===== src/rtl/rst_seq_pkg.sv =====
// Shared types and sizing helpers for the ordered reset-release sequencer.
// Latency: n/a (declarations only). Backpressure: n/a.
// Contents: FSM state enum, stage index width, counter width helper.
package rst_seq_pkg;

   // Sequencer states. ERROR is only reachable when the ready timeout is built.
   typedef enum logic [2:0] {
      WAIT_POR   = 3'd0,
      DELAY      = 3'd1,
      WAIT_READY = 3'd2,
      RUN        = 3'd3,
      HOLD       = 3'd4,
      ERROR      = 3'd5
   } seq_state_t;

   // Stage index width; covers up to 8 sequenced resets.
   localparam int STG_IDX_W = 3;

   // Default ready-timeout length and the counter width it needs.
   localparam int DEF_TIMEOUT_CYCLES = 65535;
   localparam int TO_CNT_W           = $clog2(DEF_TIMEOUT_CYCLES + 1);

   // Width of a down-counter that must hold values 0..max_val.
   function automatic int cnt_w(input int max_val);
      return (max_val < 1) ? 1 : $clog2(max_val + 1);
   endfunction

endpackage


===== src/rtl/rst_seq_timer.sv =====
// Loadable down-counter with a zero flag, used for delay/hold and ready timeout.
// Latency: load/decrement take effect on the next edge; o_zero reflects the register.
// Backpressure: none; a load always wins over a decrement, counting stops at 0.
//
// Ports:
//   clk_in   clock
//   rst_in   synchronous active-high reset (count -> 0)
//   i_load   load i_value this edge
//   i_value  value to load
//   i_dec    decrement this edge (ignored at 0)
//   o_zero   count is zero
module rst_seq_timer #(
   parameter int W = 16
) (
   input  logic         clk_in,
   input  logic         rst_in,
   input  logic         i_load,
   input  logic [W-1:0] i_value,
   input  logic         i_dec,
   output logic         o_zero
);

   logic [W-1:0] r_cnt;

   always_ff @(posedge clk_in) begin
      if (rst_in) begin
         r_cnt <= '0;
      end else if (i_load) begin
         r_cnt <= i_value;
      end else if (i_dec && (r_cnt != '0)) begin
         r_cnt <= r_cnt - W'(1);
      end
   end

   assign o_zero = (r_cnt == '0);

endmodule


===== src/rtl/rst_sequencer.sv =====
// Ordered reset-release sequencer: releases NUM_STAGES resets one at a time after POR.
// Latency: stage k released D[k]+1 edges after DELAY entry; all outputs registered.
// Backpressure: each stage waits for its ready ack before the next is released.
//
// Optional feature macro: RST_SEQ_READY_TIMEOUT_EN (builds ready timeout + ERROR state;
// when undefined WAIT_READY waits forever and error_out/err_stage_out are tied to 0).
//
// Ports:
//   clk_in          clock
//   rst_in          synchronous active-high reset
//   por_done_in     upstream POR released and PLLs locked (synchronous)
//   sw_rst_req_in   one-cycle pulse requesting a full re-sequence
//   stage_delay_in  per-stage delay D[k] in bits [k*DELAY_W +: DELAY_W]
//   stage_ready_in  per-stage ready acknowledge (synchronous)
//   stage_rst_out   active-high per-stage reset
//   busy_out        sequencing in progress (DELAY, WAIT_READY, HOLD)
//   done_out        all stages released and ready
//   error_out       ready timeout occurred (sticky until re-sequence)
//   err_stage_out   index of the stage that timed out
module rst_sequencer
   import rst_seq_pkg::*;
#(
   parameter int NUM_STAGES     = 4,
   parameter int DELAY_W        = 16,
   parameter int TIMEOUT_CYCLES = DEF_TIMEOUT_CYCLES,
   parameter int HOLD_CYCLES    = 16
) (
   input  logic                          clk_in,
   input  logic                          rst_in,
   input  logic                          por_done_in,
   input  logic                          sw_rst_req_in,
   input  logic [NUM_STAGES*DELAY_W-1:0] stage_delay_in,
   input  logic [NUM_STAGES-1:0]         stage_ready_in,
   output logic [NUM_STAGES-1:0]         stage_rst_out,
   output logic                          busy_out,
   output logic                          done_out,
   output logic                          error_out,
   output logic [STG_IDX_W-1:0]          err_stage_out
);

   // The delay timer is shared between per-stage delays and the re-sequence hold.
   localparam int                     HOLD_W  = cnt_w(HOLD_CYCLES);
   localparam int                     CNT_W   = (DELAY_W > HOLD_W) ? DELAY_W : HOLD_W;
   localparam logic [STG_IDX_W-1:0]   LAST_K  = STG_IDX_W'(NUM_STAGES - 1);
   localparam logic [NUM_STAGES-1:0]  STG_LSB = NUM_STAGES'(1);

   seq_state_t                r_state;
   logic [STG_IDX_W-1:0]      r_k;
   logic [NUM_STAGES-1:0]     r_stage_rst;
   logic                      r_busy;
   logic                      r_done;
   logic                      r_por_q;

   logic [NUM_STAGES-1:0]     w_k_sel;
   logic                      w_rdy_k;
   logic [STG_IDX_W-1:0]      w_k_nxt;
   logic [DELAY_W-1:0]        w_d_first;
   logic [DELAY_W-1:0]        w_d_next;
   logic                      w_sw_req;
   logic                      w_por_go;
   logic                      w_dly_load;
   logic [CNT_W-1:0]          w_dly_val;
   logic                      w_dly_dec;
   logic                      w_dly_zero;

   assign w_k_sel   = STG_LSB << r_k;
   assign w_rdy_k   = |(stage_ready_in & w_k_sel);
   assign w_k_nxt   = r_k + STG_IDX_W'(1);
   assign w_d_first = stage_delay_in[DELAY_W-1:0];
   assign w_d_next  = stage_delay_in[int'(w_k_nxt) * DELAY_W +: DELAY_W];

   // Software request is ignored while still waiting for POR.
   assign w_sw_req  = sw_rst_req_in && (r_state != WAIT_POR);

   // Release from WAIT_POR needs the qualifier seen on two consecutive edges,
   // so the first DELAY entry lands one edge after the first sample of 1.
   assign w_por_go  = (r_state == WAIT_POR) && r_por_q;

   // Delay/hold timer control; conditions mirror the transitions into DELAY/HOLD.
   always_comb begin
      w_dly_load = 1'b0;
      w_dly_val  = '0;
      if (por_done_in) begin
         if (w_sw_req) begin
            // Loading HOLD_CYCLES-1 keeps HOLD occupied for exactly HOLD_CYCLES cycles.
            w_dly_load = 1'b1;
            w_dly_val  = CNT_W'(HOLD_CYCLES - 1);
         end else begin
            case (r_state)
               WAIT_POR: begin
                  if (w_por_go) begin
                     w_dly_load = 1'b1;
                     w_dly_val  = CNT_W'(w_d_first);
                  end
               end
               WAIT_READY: begin
                  if (w_rdy_k && (r_k != LAST_K)) begin
                     w_dly_load = 1'b1;
                     w_dly_val  = CNT_W'(w_d_next);
                  end
               end
               HOLD: begin
                  if (w_dly_zero) begin
                     w_dly_load = 1'b1;
                     w_dly_val  = CNT_W'(w_d_first);
                  end
               end
               default: begin
               end
            endcase
         end
      end
   end

   assign w_dly_dec = (r_state == DELAY) || (r_state == HOLD);

   rst_seq_timer #(
      .W (CNT_W)
   ) u_dly_timer (
      .clk_in  (clk_in),
      .rst_in  (rst_in),
      .i_load  (w_dly_load),
      .i_value (w_dly_val),
      .i_dec   (w_dly_dec),
      .o_zero  (w_dly_zero)
   );

`ifdef RST_SEQ_READY_TIMEOUT_EN
   localparam int TO_W = cnt_w(TIMEOUT_CYCLES);

   logic                 r_err;
   logic [STG_IDX_W-1:0] r_err_stage;
   logic                 w_to_load;
   logic                 w_to_dec;
   logic                 w_to_zero;

   // Armed on the edge that releases a stage, counts while waiting for its ready.
   assign w_to_load = por_done_in && !w_sw_req && (r_state == DELAY) && w_dly_zero;
   assign w_to_dec  = (r_state == WAIT_READY);

   rst_seq_timer #(
      .W (TO_W)
   ) u_to_timer (
      .clk_in  (clk_in),
      .rst_in  (rst_in),
      .i_load  (w_to_load),
      .i_value (TO_W'(TIMEOUT_CYCLES)),
      .i_dec   (w_to_dec),
      .o_zero  (w_to_zero)
   );
`endif

   always_ff @(posedge clk_in) begin
      if (rst_in) begin
         r_state     <= WAIT_POR;
         r_k         <= '0;
         r_stage_rst <= '1;
         r_busy      <= 1'b0;
         r_done      <= 1'b0;
         r_por_q     <= 1'b0;
`ifdef RST_SEQ_READY_TIMEOUT_EN
         r_err       <= 1'b0;
         r_err_stage <= '0;
`endif
      end else begin
         r_por_q <= por_done_in;
         if (!por_done_in) begin
            // Losing POR/PLL lock outranks software requests and timeouts.
            r_state     <= WAIT_POR;
            r_k         <= '0;
            r_stage_rst <= '1;
            r_busy      <= 1'b0;
            r_done      <= 1'b0;
`ifdef RST_SEQ_READY_TIMEOUT_EN
            r_err       <= 1'b0;
`endif
         end else if (w_sw_req) begin
            // Also restarts the hold count when already in HOLD.
            r_state     <= HOLD;
            r_k         <= '0;
            r_stage_rst <= '1;
            r_busy      <= 1'b1;
            r_done      <= 1'b0;
`ifdef RST_SEQ_READY_TIMEOUT_EN
            r_err       <= 1'b0;
`endif
         end else begin
            case (r_state)
               WAIT_POR: begin
                  if (w_por_go) begin
                     r_state <= DELAY;
                     r_k     <= '0;
                     r_busy  <= 1'b1;
                  end
               end
               DELAY: begin
                  if (w_dly_zero) begin
                     r_stage_rst <= r_stage_rst & ~w_k_sel;
                     r_state     <= WAIT_READY;
                  end
               end
               WAIT_READY: begin
                  // Ready wins over a timeout expiring on the same edge.
                  if (w_rdy_k) begin
                     if (r_k != LAST_K) begin
                        r_k     <= w_k_nxt;
                        r_state <= DELAY;
                     end else begin
                        r_state <= RUN;
                        r_busy  <= 1'b0;
                        r_done  <= 1'b1;
                     end
                  end
`ifdef RST_SEQ_READY_TIMEOUT_EN
                  else if (w_to_zero) begin
                     // The failing stage goes back into reset; lower stages stay out.
                     r_state     <= ERROR;
                     r_stage_rst <= r_stage_rst | w_k_sel;
                     r_busy      <= 1'b0;
                     r_err       <= 1'b1;
                     r_err_stage <= r_k;
                  end
`endif
               end
               RUN: begin
                  // Later drops of stage ready are deliberately ignored.
               end
               HOLD: begin
                  if (w_dly_zero) begin
                     r_state <= DELAY;
                     r_k     <= '0;
                  end
               end
`ifdef RST_SEQ_READY_TIMEOUT_EN
               ERROR: begin
                  // Sticky until software re-sequence, POR loss or rst_in.
               end
`endif
               default: begin
                  r_state     <= WAIT_POR;
                  r_k         <= '0;
                  r_stage_rst <= '1;
                  r_busy      <= 1'b0;
                  r_done      <= 1'b0;
               end
            endcase
         end
      end
   end

   assign stage_rst_out = r_stage_rst;
   assign busy_out      = r_busy;
   assign done_out      = r_done;
`ifdef RST_SEQ_READY_TIMEOUT_EN
   assign error_out     = r_err;
   assign err_stage_out = r_err_stage;
`else
   assign error_out     = 1'b0;
   assign err_stage_out = '0;
`endif

endmodule


===== config.mk =====
export PLATFORM = sky130hd
export DESIGN_NAME = rst_sequencer
export DESIGN_NICKNAME = d
export VERILOG_FILES = /design/src/rtl/rst_seq_pkg.sv /design/src/rtl/rst_seq_timer.sv /design/src/rtl/rst_sequencer.sv
export SDC_FILE = /design/constraint.sdc
export NUM_CORES = 1
export LEC_CHECK = 0
export ABC_AREA = 1
export BUFFER_PORTS_ARGS = -buffer_cell sky130_fd_sc_hd__buf_4
export CORE_MARGIN = 5
export CORE_UTILIZATION = 55
export CTS_CLUSTER_SIZE = 10
export DETAILED_ROUTE_END_ITERATION = 10
export GPL_ROUTABILITY_DRIVEN = 0
export GPL_TIMING_DRIVEN = 0
export PLACE_DENSITY = 0.92
export SLEW_MARGIN = 25
export SYNTH_ARGS = -nofsm -noshare
export SYNTH_HDL_FRONTEND = slang
export SYNTH_HIERARCHICAL = 1
export SYNTH_SLANG_ARGS = --single-unit

===== constraint.sdc =====
create_clock -name clk_in -period 4.85 [get_ports clk_in]
set_clock_uncertainty 0.05 [all_clocks]
set_input_delay 0.97 -clock clk_in [delete_from_list [all_inputs] [get_ports clk_in]]
set_output_delay 0.97 -clock clk_in [all_outputs]
set_load 0.005 [all_outputs]

## Word level (Yosys, flattened, before mapping)

Index checks and enable logic that the tools add are counted.

| word-level totals | value |
|---|---|
| output and inout bits | 10 |
| register bits after elaboration | 29 |
| bits of input ports | 72 |
| logic and storage cells | 97 |

| operators by class | value |
|---|---|
| bitwise logic cells | 8 |
| multiplexer cells | 36 |
| shifts and indexed selects | 2 |
| add/subtract/negate cells | 2 |
| reduce and logical (&&, ||, !) cells | 23 |
| eq/ne operators | 18 |

Operators with widths:

| kind | count |
|---|---|
| $mux W16 | 7 |
| $shiftx A64 B8 Y16 | 1 |
| $pmux W16 S3 | 1 |
| $mux W3 | 9 |
| $logic_not A16 Y1 | 1 |
| $reduce_bool A16 Y1 | 1 |
| $sub A16 B1 Y16 const B | 1 |
| $pmux W3 S5 | 1 |
| $reduce_and A5 Y1 | 3 |
| $pmux W3 S4 | 1 |
| $reduce_or A4 Y1 | 3 |
| $mux W1 | 11 |
| $ne A2 B2 Y1 const B | 5 |
| $ne A3 B2 Y1 const B | 3 |
| $ne A3 B3 Y1 const B | 3 |
| $and A4 B4 Y4 | 2 |
| $pmux W4 S2 | 1 |
| $eq A3 B2 Y1 const B | 2 |
| $ne A2 B1 Y1 const B | 3 |
| $pmux W1 S3 | 2 |
| $reduce_or A3 Y1 | 2 |
| $not A1 Y1 | 5 |
| $logic_and A1 B1 Y1 | 4 |
| $mux W4 | 1 |
| other kinds (15) | 16 |

## Longest topological paths before layout

Gate-level depths: netlist (run 1).

| depth | value |
|---|---|
| depth after elaboration | 9 |
| mapped depth | 18 |
| gate-level depth less buffers | 18 |

## Hierarchy

The synthesis (run 1) kept the hierarchy.

By module, submodules not included:

| module | instances | cells each | area each (um^2) | seq. area each (um^2) |
|---|---|---|---|---|
| rst_sequencer | 1 | 287 | 1627.8 | 260.2 |
| rst_seq_timer | 1 | 212 | 1194.9 | 320.3 |

## Worst setup path before layout (run 1)

No wires, ideal clock.

| timing | value |
|---|---|
| path kind | reg2reg |
| start point | register u_dly_timer.r_cnt[0] |
| end point | register u_dly_timer.r_cnt[13] |
| stages on the path, launching flop included | 18 |
| setup time | 0.116 ns |
| clock period less this slack | 2.813 ns |
| arrival | 2.646 ns |
| setup slack | 2.037 ns |
| path buffers | 1 |
| required time | 4.684 ns |
| cells stage by stage | dfxtp_1 inv_1 ha_1 inv_1 nor2_1 nand3_1 nor2_1 nand2_1 nor4_1 inv_1 o21ai_4 nor2_1 a21oi_1 inv_1 buf_2 or2_2 nand2_1 a21oi_1 |

| between the ends | value |
|---|---|
| cells in the longest elaborated chain, start to end | 6 |
| elaborated cells between the ends (all ways) | 15 |
| classes of those cells | 1 x add/sub; 10 x mux; 4 x reduce/logical |

Ends and longest elaborated chain:

| item | RTL line | source |
|---|---|---|
| start, declared | rst_seq_timer.sv:23 | `logic [W-1:0] r_cnt;` |
| start signal, assigned | rst_seq_timer.sv:29 | `r_cnt <= i_value;` |
| start signal, assigned | rst_seq_timer.sv:31 | `r_cnt <= r_cnt - W'(1);` |
| $logic_not A16 Y1 * | rst_seq_timer.sv:35 | `assign o_zero = (r_cnt == '0);` |
| via w_dly_zero | rst_sequencer.sv:64 | `logic w_dly_zero;` |
| $mux W1 * | rst_sequencer.sv:103 | `if (w_dly_zero) begin` |
| $pmux W1 S3 * | rst_sequencer.sv:89 | `case (r_state)` |
| $mux W1 * | rst_sequencer.sv:84 | `if (w_sw_req) begin` |
| $mux W1 * | rst_sequencer.sv:83 | `if (por_done_in) begin` |
| via w_dly_load | rst_sequencer.sv:61 | `logic w_dly_load;` |
| $mux W16 or $reduce_bool A2 Y1 (tied branches) | n/a |  |

The timed path passes the listed nets; every way through them passes the cells marked *. The select of a mux whose other input is x is not followed.
A chain may end at the register's enable or synchronous reset.

## Worst setup path after layout (run 1)

Ends and elaborated chain as after synthesis.

==> out/metrics.cfg, run 1 <==
[floorplan]
io_pins=82
dieArea_um2=6670
rows=26
initial_utilization_pct=56.0
die_h_um=81.6
die-width_um=81.6
coreArea_um2=5040

[worst_setup_path]
crit_type=flip-flop to flip-flop
reg2reg_slack_ps=1360
worst_ep_required_time_ps=4970
crit_chain=inv_1 > ha_1 > inv_1 > nor2_1 > nand3_1 > nor2_1 > nand2_1 > nor4_1 > inv_1 > o21ai_4 > nor2_1 > a21oi_1 > inv_1 > buf_2 > or2_2 > nand2_1 > a21oi_1
cp_slowest_stage_delay_ps=390
slowest_stage=a21oi_1
cp.arrival_ps=3610
path_common_cell=inv_1
crit_path_max_fanout=10
cp-end-kind=flip-flop
startpoint_type=flip-flop

[synthesis]
ys_warn_count=6
syn_area_um2=2820
yosysSeqAreaShare_pct=20.6
syn_avg_cell_area_um2=5.66
ys_seq_elements=29
synth.distinct_cells=34
synth_cells=499

[sta]
fin_crit_sh_pct=71.9
maxSlewHeadroom_pct=66.0
finalSetupViolations=0
hold_viol_final=0
layout_min_cycle_time_ps=3490
setup_tns_ps=0
final_max_slew_viol_count=0
grt_setup_unrepaired=no
max_freq_mhz=287
tightest_slew_ps=505

[routing]
first_pass_iters=6
vias=3546
routedWlPerCell_um=13.2
viasPerCell=5.41
first_iter_violations=314
ant_nets=0
drc=0
routed_wl_mm=8.63

[pwr]
ir_drop_mv=0.161
p_leak_nw=1.79
total_power_mw=1.02
pwr_density_cell_nw_per_um2=285

[final_layout]
antenna_cells=0
area_growth_pct=27.0
final_core_util_pct=71.1
layout.nets=664
layout_commonest_cell=nand2_1
fill_cells=447
mostFrequentLayoutCells=141 x nand2_1, 93 x nor2_1, 81 x buf_4
drive_gt1_share_pct=23.0

[global_route]
track_usage_pct=27.4
top_usage_layer=met2
antenna_found_initial=0
grt_overflow=0
grt_pass1_wl_mm=14.5
grt_pass1_vias=3368
grt_max_degree=12
met3_usage_pct=4.93
grtUsageMet2_pct=46.6
use_met1_pct=33.4

[cts]
clock_sinks=29
cts_root_buffer=clkbuf_8
clk-insertion-delay-late_ps=280
cts_made_buffers=5
path_clk_slew_ps=60
postCtsHoldBufs=0
cts_buffer_depth=2
htree_num_levels=2
post_cts_resized=0
tritoncts=done
post-cts-setup-buffers=0

[place]
numPortBuffers=77
hpwl_mm=6.97

[flow_run]
drv_cap=0

[min_path]
hold_class=flip-flop to flip-flop

[run_status]
status=complete, no violations

report_power, final:
part           total (mW)  switching (mW)  internal (mW)  leakage (nW)
registers           0.300          0.0336          0.266         0.237
clock network       0.205          0.0925          0.112        0.0443
logic               0.518           0.323          0.194          1.50
total                1.02           0.449          0.573          1.79
through the flow:
step | setup WS (ps) | hold WS, ps | cell area [um2] | cells
CTS | 1480 | 418 | 3590 | 656
detailed placement | 1510 | 408 | 3500 | 649
finish | 1360 | 413 | 3590 | 656
floorplan | 2040 | 402 | 2830 | 502
global route | 1100 | 429 | 3590 | 656
global placement | 1580 | 401 | 3500 | 649
sequential cells by signal (all words and copies together), names as in the netlist:
name               flops
u_dly_timer/r_cnt     16
r_k                    3
r_state                3
r_por_q                1
done_out               1
busy_out               1
stage_rst_out          4
Yosys cell counts:
| cell type | count | area (um2) |
|---|---|---|
| buf_4 | 4 | 30.0 |
| clkinv_4 | 1 | 8.76 |
| dfxtp_1 | 29 | 581 |
| nand4_1 | 11 | 68.8 |
| o21ai_2 | 1 | 8.76 |
| a21boi_0 | 1 | 7.51 |
| nor2_8 | 1 | 20.0 |
| a31oi_1 | 4 | 25.0 |
| conb_1 | 1 | 3.75 |
| ha_1 | 6 | 75.1 |
| nor2_2 | 5 | 31.3 |
| inv_1 | 40 | 150 |
| nand3_2 | 1 | 10.0 |
| buf_6 | 4 | 45.0 |
| buf_2 | 9 | 45.0 |
| inv_2 | 3 | 11.3 |
| nor4_1 | 1 | 6.26 |
| nand2_4 | 4 | 45.0 |
| nand2_2 | 9 | 56.3 |
| o211ai_2 | 1 | 12.5 |
| nand2_1 | 141 | 529 |
| or2_2 | 3 | 18.8 |
| o211ai_1 | 4 | 30.0 |
| nand3_1 | 41 | 205 |
| clkbuf_1 | 7 | 26.3 |
| nand3b_1 | 1 | 7.51 |
| xnor2_1 | 1 | 8.76 |
| o21ai_4 | 1 | 16.3 |
| a21oi_1 | 29 | 145 |
| o21ai_0 | 33 | 165 |
| nor2_1 | 93 | 349 |
| nor2_4 | 5 | 56.3 |
| o21ai_1 | 3 | 15.0 |
| xor2_1 | 1 | 8.76 |
critical path, delay by kind of cell (launching register included):
kind / cells / cell delay, ps
flops: 1 / 330
simple gates: 8 / 1210
buf+inv: 5 / 770
compound gates: 3 / 770
fa+ha+maj: 1 / 240
routing by layer:
metal  wire length (um)  part of all wire, %
met2               3990                   46
met5                  0                    0
met4                272                  3.2
met1               3660                   42
met3                705                  8.2
area by class of cell:
cell class                 instances  area (um2)  area share, %
timing repair buffer              77         578           16.1
inverter                          44         170           4.75
tap                               70        87.6           2.44
buffer                            24         146           4.08
sequential                        29         581           16.2
multi-input combinational        405        1940           54.0
clock buffer                       7        86.3           2.41
worst paths after layout:
check	startpoint	endpoint	cells after the start
max	u_dly_timer/r_cnt[0]	u_dly_timer/r_cnt[13]	17
min	busy_out	busy_out	2
max reg2reg	u_dly_timer/r_cnt[0]	u_dly_timer/r_cnt[13]	17
min reg2reg	busy_out	busy_out	2
cell families after synthesis:
group | Yosys count | synth area share (%)
other | 1 | 0.133
AO/OA/AOI/OAI | 77 | 15.1
adder cells (fa/ha/maj) | 6 | 2.66
XOR/XNOR | 2 | 0.621
buffers and inverters | 68 | 11.2
AND/OR/NAND/NOR | 316 | 49.7
flip-flops | 29 | 20.6
No activity file was read; power rests on OpenSTA's default activity.
==> inputs of run 2 (changes only) <==
Settings changed: CORE_UTILIZATION 55 to 48, PLACE_DENSITY 0.92 to 0.86.
Clock period 4.85 ns to 3 ns, I/O delays scaled along.
==> out/metrics.cfg, run 2 (synthesis results as in run 1) <==
[floorplan]
rows=28  ; +7.7%
coreArea_um2=5820  ; +15%
die_h_um=86.7  ; +6.2%
die-width_um=86.7  ; +6.2%
initial_utilization_pct=48.5  ; -7.4 points
io_pins=82  ; unchanged
dieArea_um2=7510  ; +13%

[sta]
layout_min_cycle_time_ps=2820  ; -672 ps
finalSetupViolations=0  ; unchanged
final_max_slew_viol_count=0  ; unchanged
maxSlewHeadroom_pct=57.4  ; -8.6 points
tightest_slew_ps=633  ; +128 ps
fin_crit_sh_pct=93.9  ; +22 points
hold_viol_final=0  ; unchanged
setup_tns_ps=0  ; unchanged
max_freq_mhz=355  ; +24%
grt_setup_unrepaired=no
worst_slack_ps=184  ; -1180 ps

[routing]
viasPerCell=5.20  ; -3.9%
routedWlPerCell_um=12.5  ; -5.0%
ant_nets=0  ; unchanged
drc=0  ; unchanged
first_pass_iters=6  ; unchanged
vias=3456  ; -2.5%
routed_wl_mm=8.31  ; -3.7%
first_iter_violations=209  ; -33%

[global_route]
track_usage_pct=22.9  ; -4.5 points
grt_pass1_wl_mm=14.3  ; -1.4%
grt_pass1_vias=3351  ; -0.50%
grt_max_degree=12  ; unchanged
grt_overflow=0  ; unchanged
antenna_found_initial=0  ; unchanged

[final_layout]
design_area_um2=3660  ; +2.1%
layout_commonest_cell=nand2_1
fill_cells=530  ; +19%
largest_register_ffs=16  ; unchanged
area_growth_pct=29.7
drive_gt1_share_pct=24.9  ; +1.9 points
layout.nets=667  ; +0.45%
top_register=u_dly_timer/r_cnt
regArea_um2=581  ; unchanged
multiInputGateArea_um2=1970  ; +1.6%
antenna_cells=0  ; unchanged
mostFrequentLayoutCells=141 x nand2_1, 91 x nor2_1, 84 x buf_4

[pwr]
p_int_uw=966  ; +69%
pwr-share-comb_pct=50.0  ; -0.6 points
p_seq_share_pct=28.7  ; -0.6 points
ir_drop_mv=0.228  ; +41%
pwr_density_cell_nw_per_um2=461  ; +62%
power_frac_clock_pct=21.3  ; +1.3 points
swShare_pct=42.8  ; -1.1 points
p_leak_nw=1.82  ; +1.7%
total_power_mw=1.69  ; +65%
p_sw_uw=724  ; +61%

[worst_setup_path]
crit_chain=inv_1 > buf_2 > buf_2 > ha_1 > nand3_1 > nand2_1 > nor2_4 > nor2_8 > buf_6 > nor2_1 > a21oi_2 > inv_2 > clkbuf_4 > or2_2 > nand2_1 > a21oi_1
cp_slowest_stage_delay_ps=360  ; -30 ps
r2r_cells=16  ; -1
cp-end-kind=flip-flop
worst_ep_required_time_ps=3120  ; -1850 ps
crit_path_max_fanout=11  ; +1
slowest_stage=dfxtp_1
cp.arrival_ps=2940  ; -670 ps
crit_type=flip-flop to flip-flop
startpoint_type=flip-flop

[cts]
htree_num_levels=2  ; unchanged
path_clk_slew_ps=60  ; about the same
cts_made_buffers=5  ; unchanged
cts_buffer_depth=2  ; unchanged
cts_root_buffer=clkbuf_8
clock_sinks=29  ; unchanged
clk-insertion-delay-late_ps=280  ; about the same
tritoncts=done

[min_path]
hold_class=flip-flop to flip-flop
hold_depth=2  ; unchanged

[run_status]
status=complete, no violations

[place]
place_area_um2=3510  ; +0.18%
dp_slack_ps=-384  ; -1890 ps
numPortBuffers=77  ; unchanged
hpwl_mm=6.55  ; -6.0%

[flow_run]
drv_cap=0  ; unchanged

[run 2: cell count changes in the layout (fill, tap and decap cells not counted), sizes merged]
cell	delta
buf	+2
clkbuf	+1
clkinv	+1
[run 2: power by group through the flow]
stage / clock network, mW / logic (mW) / registers [mW]
floorplan: 0 / 0.600 / 0.478
global placement: 0 / 0.786 / 0.487
detailed placement: 0 / 0.800 / 0.489
CTS: 0.361 / 0.817 / 0.481
global route: 0.384 / 0.962 / 0.492
finish: 0.359 / 0.845 / 0.486
[run 2: cell type report]
class	count	area share, %
multi-input combinational	405	53.7
sequential	29	15.9
tap	75	2.56
inverter	44	4.65
clock inverter	1	0.137
clock buffer	7	2.63
buffer	24	4.07
timing repair buffer	80	16.4
[run 2: routing by layer]
metal	GRT usage (%)	vias up	routed length, um
met5	0	-	0
met4	8.92	0	223
met3	3.71	30	620
met2	38.2	157	3810
met1	29.3	1498	3660
li1	-	1771	-
[run 2: timing repair]
action,in CTS,in global routing
endpoints found under the setup margin,16,14
gates resized for setup,2,7
setup buffers,2,1
hold buffers,0,0
pin swaps,2,0
cloned,0,0
[run 2: stage by stage]
stage                     cells  util, %  hold slack [ps]
after floorplan             502        -              402
after global placement      654     60.3              401
after detailed placement    654     60.3              406
after CTS                   664     62.4              416
after global routing        665     63.0              436
final                       665     63.0              414
[run 2: path summary, 6_finish.rpt]
kind              startpoint                    end  slack, ps
hold / removal      busy_out               busy_out        410
setup / recovery      r_k[0]  u_dly_timer/r_cnt[14]        180
hold reg to reg     busy_out               busy_out        410
setup reg to reg      r_k[0]  u_dly_timer/r_cnt[14]        180
[run 2: critical path: cells and delay by family, from the launching register on]
family	cells	cell delay, ps
adders and majority gates	1	210
AOI/OAI and AO/OA	2	250
buffers and inverters	6	980
DFF	1	360
and+or+nand+nor	7	840
